File: config.mk
export PLATFORM = sky130hd
export DESIGN_NAME = strassen_matmul_top
export DESIGN_NICKNAME = d
export VERILOG_FILES = /design/src/rtl/strassen_pkg.sv /design/src/rtl/strassen_matmul_if.sv /design/src/rtl/strassen_mac_unit.sv /design/src/rtl/strassen_matmul_top.sv
export SDC_FILE = /design/constraint.sdc
export NUM_CORES = 1
export LEC_CHECK = 0
export ABC_AREA = 0
export ABC_CLOCK_PERIOD_IN_PS = 2800
export CORE_ASPECT_RATIO = 0.9
export CORE_MARGIN = 1
export CORE_UTILIZATION = 36
export CTS_BUF_LIST = sky130_fd_sc_hd__clkbuf_16
export CTS_CLUSTER_DIAMETER = 40
export DETAILED_ROUTE_END_ITERATION = 12
export HOLD_SLACK_MARGIN = 0.08
export PLACE_DENSITY_LB_ADDON = 0.15
export SLEW_MARGIN = 40
export SYNTH_ARGS = -nofsm -noshare
export SYNTH_HDL_FRONTEND = slang
export SYNTH_HIERARCHICAL = 1
export SYNTH_SLANG_ARGS = --single-unit
File: constraint.sdc
create_clock -name fast_clk -period 2.8 [get_ports fast_clk]
set_clock_uncertainty 0.1 [all_clocks]
set_input_delay 0.84 -clock fast_clk [delete_from_list [all_inputs] [get_ports fast_clk]]
set_output_delay 0.84 -clock fast_clk [all_outputs]
set_load 0.02 [all_outputs]
File: src/rtl/strassen_pkg.sv
// Shared types, width helpers and the Strassen recombination sign table.
package strassen_pkg;

  typedef enum logic [1:0] {
    S_INIT,
    S_MUL,
    S_ACC,
    S_DONE
  } state_t;

  // Operand width: an unsigned element plus room for a quadrant sum or difference.
  function automatic int calc_ow(input int ew);
    return ew + 2;
  endfunction

  // Accumulator width: full operand product plus growth over the inner sum and recombination.
  function automatic int calc_aw(input int ew, input int n);
    return 2 * calc_ow(ew) + $clog2(n) + 3;
  endfunction

  // Sign codes for adding Mk into a C quadrant.
  localparam logic [1:0] SG_ZERO = 2'b00;
  localparam logic [1:0] SG_POS  = 2'b01;
  localparam logic [1:0] SG_NEG  = 2'b11;

  // Per product k (M1..M7), sign applied to quadrants in order C11, C12, C21, C22.
  localparam logic [1:0] SIGN_TBL [7][4] = '{
    '{SG_POS,  SG_ZERO, SG_ZERO, SG_POS },  // M1
    '{SG_ZERO, SG_ZERO, SG_POS,  SG_NEG },  // M2
    '{SG_ZERO, SG_POS,  SG_ZERO, SG_POS },  // M3
    '{SG_POS,  SG_ZERO, SG_POS,  SG_ZERO},  // M4
    '{SG_NEG,  SG_POS,  SG_ZERO, SG_ZERO},  // M5
    '{SG_ZERO, SG_ZERO, SG_ZERO, SG_POS },  // M6
    '{SG_POS,  SG_ZERO, SG_ZERO, SG_ZERO}   // M7
  };

endpackage

File: src/rtl/strassen_matmul_if.sv
// Operand/result bus between the matrix memories and the MAC datapath.
// Protocol: no backpressure; when en is high the MAC consumes the eight quadrant
// elements in that cycle, clear restarts the sum, and acc reflects all consumed products.
interface strassen_matmul_if #(
  parameter int EW = 8,
  parameter int AW = 25
);
  logic [2:0]    k;
  logic          en;
  logic          clear;
  logic [EW-1:0] a11, a12, a21, a22;
  logic [EW-1:0] b11, b12, b21, b22;
  logic [AW-1:0] acc;

  modport master (
    output k, en, clear, a11, a12, a21, a22, b11, b12, b21, b22,
    input  acc
  );

  modport slave (
    input  k, en, clear, a11, a12, a21, a22, b11, b12, b21, b22,
    output acc
  );
endinterface

File: src/rtl/strassen_mac_unit.sv
// Builds the two Strassen operands for product k and accumulates their product.
module strassen_mac_unit
  import strassen_pkg::*;
#(
  parameter int EW = 8,
  parameter int AW = calc_aw(8, 256)
) (
  input logic               clk,
  input logic               rst,
  strassen_matmul_if.slave  mac_bus
);
  localparam int OW = calc_ow(EW);

  logic signed [OW-1:0]   a11, a12, a21, a22, b11, b12, b21, b22;
  logic signed [OW-1:0]   lhs, rhs;
  logic signed [2*OW-1:0] prod;
  logic signed [AW-1:0]   prod_ext;
  logic signed [AW-1:0]   acc_r;

  assign a11 = $signed({2'b00, mac_bus.a11});
  assign a12 = $signed({2'b00, mac_bus.a12});
  assign a21 = $signed({2'b00, mac_bus.a21});
  assign a22 = $signed({2'b00, mac_bus.a22});
  assign b11 = $signed({2'b00, mac_bus.b11});
  assign b12 = $signed({2'b00, mac_bus.b12});
  assign b21 = $signed({2'b00, mac_bus.b21});
  assign b22 = $signed({2'b00, mac_bus.b22});

  // Select the left/right operand combination for the current product.
  always_comb begin
    lhs = '0;
    rhs = '0;
    case (mac_bus.k)
      3'd0: begin lhs = a11 + a22; rhs = b11 + b22; end
      3'd1: begin lhs = a21 + a22; rhs = b11;       end
      3'd2: begin lhs = a11;       rhs = b12 - b22; end
      3'd3: begin lhs = a22;       rhs = b21 - b11; end
      3'd4: begin lhs = a11 + a12; rhs = b22;       end
      3'd5: begin lhs = a21 - a11; rhs = b11 + b12; end
      3'd6: begin lhs = a12 - a22; rhs = b21 + b22; end
      default: begin lhs = '0; rhs = '0; end
    endcase
  end

  assign prod     = lhs * rhs;
  assign prod_ext = {{(AW - 2*OW){prod[2*OW-1]}}, prod};

  // Accumulate one product per enabled cycle; clear restarts the sum with this product.
  always_ff @(posedge clk or posedge rst) begin
    if (rst) begin
      acc_r <= '0;
    end else if (mac_bus.en) begin
      acc_r <= (mac_bus.clear ? '0 : acc_r) + prod_ext;
    end
  end

  assign mac_bus.acc = acc_r;

endmodule

File: src/rtl/strassen_matmul_top.sv
// Single-level Strassen multiplier: fills A/B from generators, runs M1..M7 on one MAC,
// recombines each Mk element into C, then holds done_final.
module strassen_matmul_top
  import strassen_pkg::*;
#(
  parameter int MAT_A_SIZE    = 256,
  parameter int MAT_B_SIZE    = 256,
  parameter int ELEM_BITWIDTH = 8
) (
  input  logic fast_clk,
  input  logic rst,
  output logic done_final
);
  localparam int N  = MAT_A_SIZE;
  localparam int H  = N / 2;
  localparam int NB = $clog2(N);
  localparam int EW = ELEM_BITWIDTH;
  localparam int AW = calc_aw(EW, N);

  localparam logic [NB-1:0] HOFF = NB'(H);
  localparam logic [NB-1:0] HMAX = NB'(H - 1);
  localparam logic [NB-1:0] NMAX = NB'(N - 1);

  if (MAT_B_SIZE != MAT_A_SIZE) begin : g_size_check
    $error("strassen_matmul_top: MAT_B_SIZE must equal MAT_A_SIZE");
  end
  if (N < 2 || (N & (N - 1)) != 0) begin : g_pow2_check
    $error("strassen_matmul_top: MAT_A_SIZE must be a power of two >= 2");
  end

  state_t        state;
  logic [2:0]    k;
  logic [NB-1:0] r, c, t;
  logic [NB-1:0] ii, jj;

  logic [EW-1:0] a_mem [N][N];
  logic [EW-1:0] b_mem [N][N];
  logic [AW-1:0] c_mem [N][N];

  logic [31:0]   ii_w, jj_w;
  logic [EW-1:0] gen_a, gen_b;

  strassen_matmul_if #(.EW(EW), .AW(AW)) mac_bus ();

  // Generator values for the element being initialised; truncation is the mask.
  assign ii_w  = 32'(ii);
  assign jj_w  = 32'(jj);
  assign gen_a = EW'(ii_w + jj_w);
  assign gen_b = EW'(ii_w * jj_w + 32'd1);

  // Quadrant reads: lhs element [r][t], rhs element [t][c]; upper halves offset by H.
  assign mac_bus.k     = k;
  assign mac_bus.en    = (state == S_MUL);
  assign mac_bus.clear = (t == '0);
  assign mac_bus.a11   = a_mem[r][t];
  assign mac_bus.a12   = a_mem[r][t + HOFF];
  assign mac_bus.a21   = a_mem[r + HOFF][t];
  assign mac_bus.a22   = a_mem[r + HOFF][t + HOFF];
  assign mac_bus.b11   = b_mem[t][c];
  assign mac_bus.b12   = b_mem[t][c + HOFF];
  assign mac_bus.b21   = b_mem[t + HOFF][c];
  assign mac_bus.b22   = b_mem[t + HOFF][c + HOFF];

  strassen_mac_unit #(.EW(EW), .AW(AW)) u_mac (
    .clk     (fast_clk),
    .rst     (rst),
    .mac_bus (mac_bus)
  );

  function automatic logic [AW-1:0] apply_sign(
    input logic [AW-1:0] old_v,
    input logic [1:0]    sg,
    input logic [AW-1:0] v
  );
    case (sg)
      SG_POS:  return old_v + v;
      SG_NEG:  return old_v - v;
      default: return old_v;
    endcase
  endfunction

  // Sequencer: init sweep, then per (k, r, c) H MAC cycles plus one recombination cycle.
  always_ff @(posedge fast_clk or posedge rst) begin
    if (rst) begin
      state      <= S_INIT;
      done_final <= 1'b0;
      k          <= '0;
      r          <= '0;
      c          <= '0;
      t          <= '0;
      ii         <= '0;
      jj         <= '0;
    end else begin
      case (state)
        S_INIT: begin
          if (jj == NMAX) begin
            jj <= '0;
            if (ii == NMAX) begin
              ii    <= '0;
              k     <= '0;
              r     <= '0;
              c     <= '0;
              t     <= '0;
              state <= S_MUL;
            end else begin
              ii <= ii + 1'b1;
            end
          end else begin
            jj <= jj + 1'b1;
          end
        end
        S_MUL: begin
          if (t == HMAX) begin
            t     <= '0;
            state <= S_ACC;
          end else begin
            t <= t + 1'b1;
          end
        end
        S_ACC: begin
          state <= S_MUL;
          if (c == HMAX) begin
            c <= '0;
            if (r == HMAX) begin
              r <= '0;
              if (k == 3'd6) begin
                state      <= S_DONE;
                done_final <= 1'b1;
              end else begin
                k <= k + 1'b1;
              end
            end else begin
              r <= r + 1'b1;
            end
          end else begin
            c <= c + 1'b1;
          end
        end
        S_DONE: begin
          done_final <= 1'b1;
        end
        default: begin
          state <= S_INIT;
        end
      endcase
    end
  end

  // Memory writes: generator fill during init, Mk recombination into C quadrants on S_ACC.
  always_ff @(posedge fast_clk) begin
    if (state == S_INIT) begin
      a_mem[ii][jj] <= gen_a;
      b_mem[ii][jj] <= gen_b;
      c_mem[ii][jj] <= '0;
    end else if (state == S_ACC) begin
      c_mem[r][c]               <= apply_sign(c_mem[r][c],               SIGN_TBL[k][0], mac_bus.acc);
      c_mem[r][c + HOFF]        <= apply_sign(c_mem[r][c + HOFF],        SIGN_TBL[k][1], mac_bus.acc);
      c_mem[r + HOFF][c]        <= apply_sign(c_mem[r + HOFF][c],        SIGN_TBL[k][2], mac_bus.acc);
      c_mem[r + HOFF][c + HOFF] <= apply_sign(c_mem[r + HOFF][c + HOFF], SIGN_TBL[k][3], mac_bus.acc);
    end
  end

endmodule

==> results.json <==
{
  "status": "complete, no violations",
  "yosysMostFrequentCell": "dfrtp_1",
  "report.final.slew_viol_count": 0,
  "wl_per_cell_microns": 14.71,
  "grt_pass1_wl_microns": 10070,
  "worstSkewPairLatency_ns": 0.28,
  "grt_overflow": 0,
  "die-area_sq_um": 7766,
  "fmax_ghz": 0.4150,
  "p_leak_nw": 1.200,
  "place_ws_ns": 0.3867,
  "antenna_found_initial": 0,
  "vias": 2143,
  "final-setup-viol-count": 0,
  "relSlewSlack_pct": 48.89,
  "synth_nets": 297,
  "worstPathArrival_ns": 2.49,
  "dominantRegCellSynth": "dfrtp_1",
  "async_flop_share_pct": 100.0,
  "crit_path_max_fanout": 12,
  "drive_gt1_share_pct": 8.591,
  "placeableCoreArea_sq_um": 7112,
  "final.period_utilization_pct": 86.06,
  "crit_family": "simple AND/OR/NAND/NOR gates",
  "drt_pass1_iterations": 4,
  "hold_viol_final": 0,
  "cp-end-kind": "register",
  "h-tree-depth": 2,
  "post-cts-setup-buffer-count": 0,
  "gp_congestion": 0.8029,
  "yosysTopAreaCell": "dfrtp_1",
  "grt_use_total_pct": 15.93,
  "clockRootBuffer": "clkbuf_16",
  "synth_top_cell_area_share_pct": 43.11,
  "fin_area_sq_um": 2969,
  "area_growth_pct": 11.20,
  "portBuffers": 2,
  "start_util_pct": 37.54,
  "die_w_microns": 92.78,
  "ant_nets": 0,
  "postPlaceCellArea_sq_um": 2833,
  "synthTopCellsByCount": "dfrtp_1 (46), nand2_1 (29), nor2_1 (18), o21ai_0 (18), nand3_1 (17)",
  "synthTopCellsByArea": "dfrtp_1 (43%), ha_1 (5.6%), nand2_1 (4.1%)",
  "critPathRequiredTime_ns": 2.88,
  "syn-cell-area_sq_um": 2670,
  "nFillCells": 715,
  "clock_path_buffers": 2,
  "drc_errors": 0,
  "max_slew.worst_pin.slew_ns": 0.7597,
  "dp_hpwl_microns": 4038,
  "rsz0062_at_grt": "no",
  "drt-initial-drc-count": 117,
  "ys_seq_elements": 46,
  "diodes": 0,
  "grt_max_degree": 25,
  "hold_path_class": "register to register",
  "worstSetupPathType": "register to register",
  "synth-edff-count": 0,
  "grt_pass1_vias": 2102,
  "crit_slowest_cell": "or4_1",
  "die_h_microns": 83.70,
  "p_per_area_nw_per_um2": 418.7,
  "rows": 29,
  "worst_slack_ns": 0.3903,
  "fin_setup_tns_ns": 0,
  "nNetsFinal": 304,
  "ir_drop_uv": 231.0,
  "drv_cap": 0,
  "cts_hold_buf": 0,
  "fin_crit_ns": 2.410,
  "synth.distinct_cells": 48,
  "via_per_inst": 5.581,
  "crit_buf_inv": 1,
  "synth.avg_cell_area_sq_um": 9.435,
  "critical_path.cell_chain": "inv_1, ha_1, nand4_1, o41a_1, or4_1, o311ai_1",
  "clk_pin_slew_ns": 0.06,
  "cp-start-kind": "register",
  "seq_area_frac_synth_pct": 43.11,
  "slowest_delay_ns": 0.59,
  "cts_tree": "yes",
  "synthCells": 283,
  "ys_warn_count": 6,
  "cts_resized": 0,
  "numCtsBuffers": 5,
  "drt-total-wl_microns": 5647,
  "cts.sinks": 46,
  "io_pins": 3
}
-- power breakdown --
group | switching [mW] | total (mW) | internal, mW
registers | 0 | 0.665 | 0.665
logic | 0.0134 | 0.0166 | 0.00324
clock network | 0.240 | 0.562 | 0.322
-- final timing paths --
path                                   startpoint                endpoint  slack (ns)  depth (start not counted)
setup reg to reg             state[0]$_DFFE_PP0P_        k[0]$_DFFE_PP0P_        0.39                          6
hold reg to reg            done_final$_DFFE_PP0P_  done_final$_DFFE_PP0P_        0.39                          1
min in group asynchronous                     rst        r[3]$_DFFE_PP0P_        0.82                          3
hold / removal             done_final$_DFFE_PP0P_  done_final$_DFFE_PP0P_        0.39                          1
setup / recovery             state[0]$_DFFE_PP0P_        k[0]$_DFFE_PP0P_        0.39                          6
max in group asynchronous                     rst       ii[4]$_DFFE_PP0P_        1.51                          3
-- area by class of cell --
class / count / area [sq um] / area share, %
clock buffer: 5 / 125.1 / 4.214
clock inverter: 3 / 11.26 / 0.3793
inverter: 11 / 41.29 / 1.391
multi-input combinational: 214 / 1429 / 48.12
sequential: 46 / 1151 / 38.77
tap: 93 / 116.4 / 3.919
timing repair buffer: 12 / 95.09 / 3.203
-- layout by cell type, fill, tap and decap left out, drive strengths merged, types with 3 or more instances in the layout --
cell type,Yosys,routed
mux2i,3,3
nor4,3,3
nor3,12,12
xnor2,6,6
xor2,3,3
a32o,7,7
o22ai,4,4
o21ai,18,18
clkinv,0,3
a31oi,3,3
clkbuf,11,5
and4,3,3
o31ai,13,13
ha,12,12
a21o,4,4
nand4,8,8
inv,11,11
a21oi,8,8
nand2b,6,6
or3,3,3
nand2,29,29
nor2,18,18
dfrtp,46,46
buf,1,10
or4,4,4
o2bb2ai,4,4
nand3,20,20
-- flip-flops by register name, summed over array words and instances (netlist names) --
| name | count |
|---|---|
| c | 8 |
| done_final | 1 |
| ii | 8 |
| jj | 8 |
| k | 3 |
| r | 8 |
| state | 2 |
| t | 8 |
-- metrics by stage --
stage / power, mW / hold WS (ns) / util, % / std cells
final: 1.243 / 0.3882 / 41.75 / 384
after global routing: 1.287 / 0.4251 / 41.75 / 384
after CTS: 1.258 / 0.3932 / 41.75 / 384
after detailed placement: 0.6953 / 0.3754 / 39.83 / 376
after global placement: 0.6948 / 0.3663 / 39.83 / 376
after floorplan: 0.6867 / 0.3572 / - / 283
-- per-layer routing --
metal  up-vias  global-route usage [%]  wire [microns]
met5         -                       0               0
met4         0                   3.916              40
met3         4                   3.370             206
met2        43                   23.86            2431
met1      1024                   23.29            2968
li1       1072                       -               -
-- cell families after synthesis --
logic type	after synthesis	synth area share, %
flops	46	43.11
mux	5	1.968
simple gates	114	23.20
fa+ha+maj	12	5.623
xor+xnor	9	2.952
buf+inv	23	3.374
compound gates	74	19.78
Note: power is estimated with default switching activity, not from simulation.
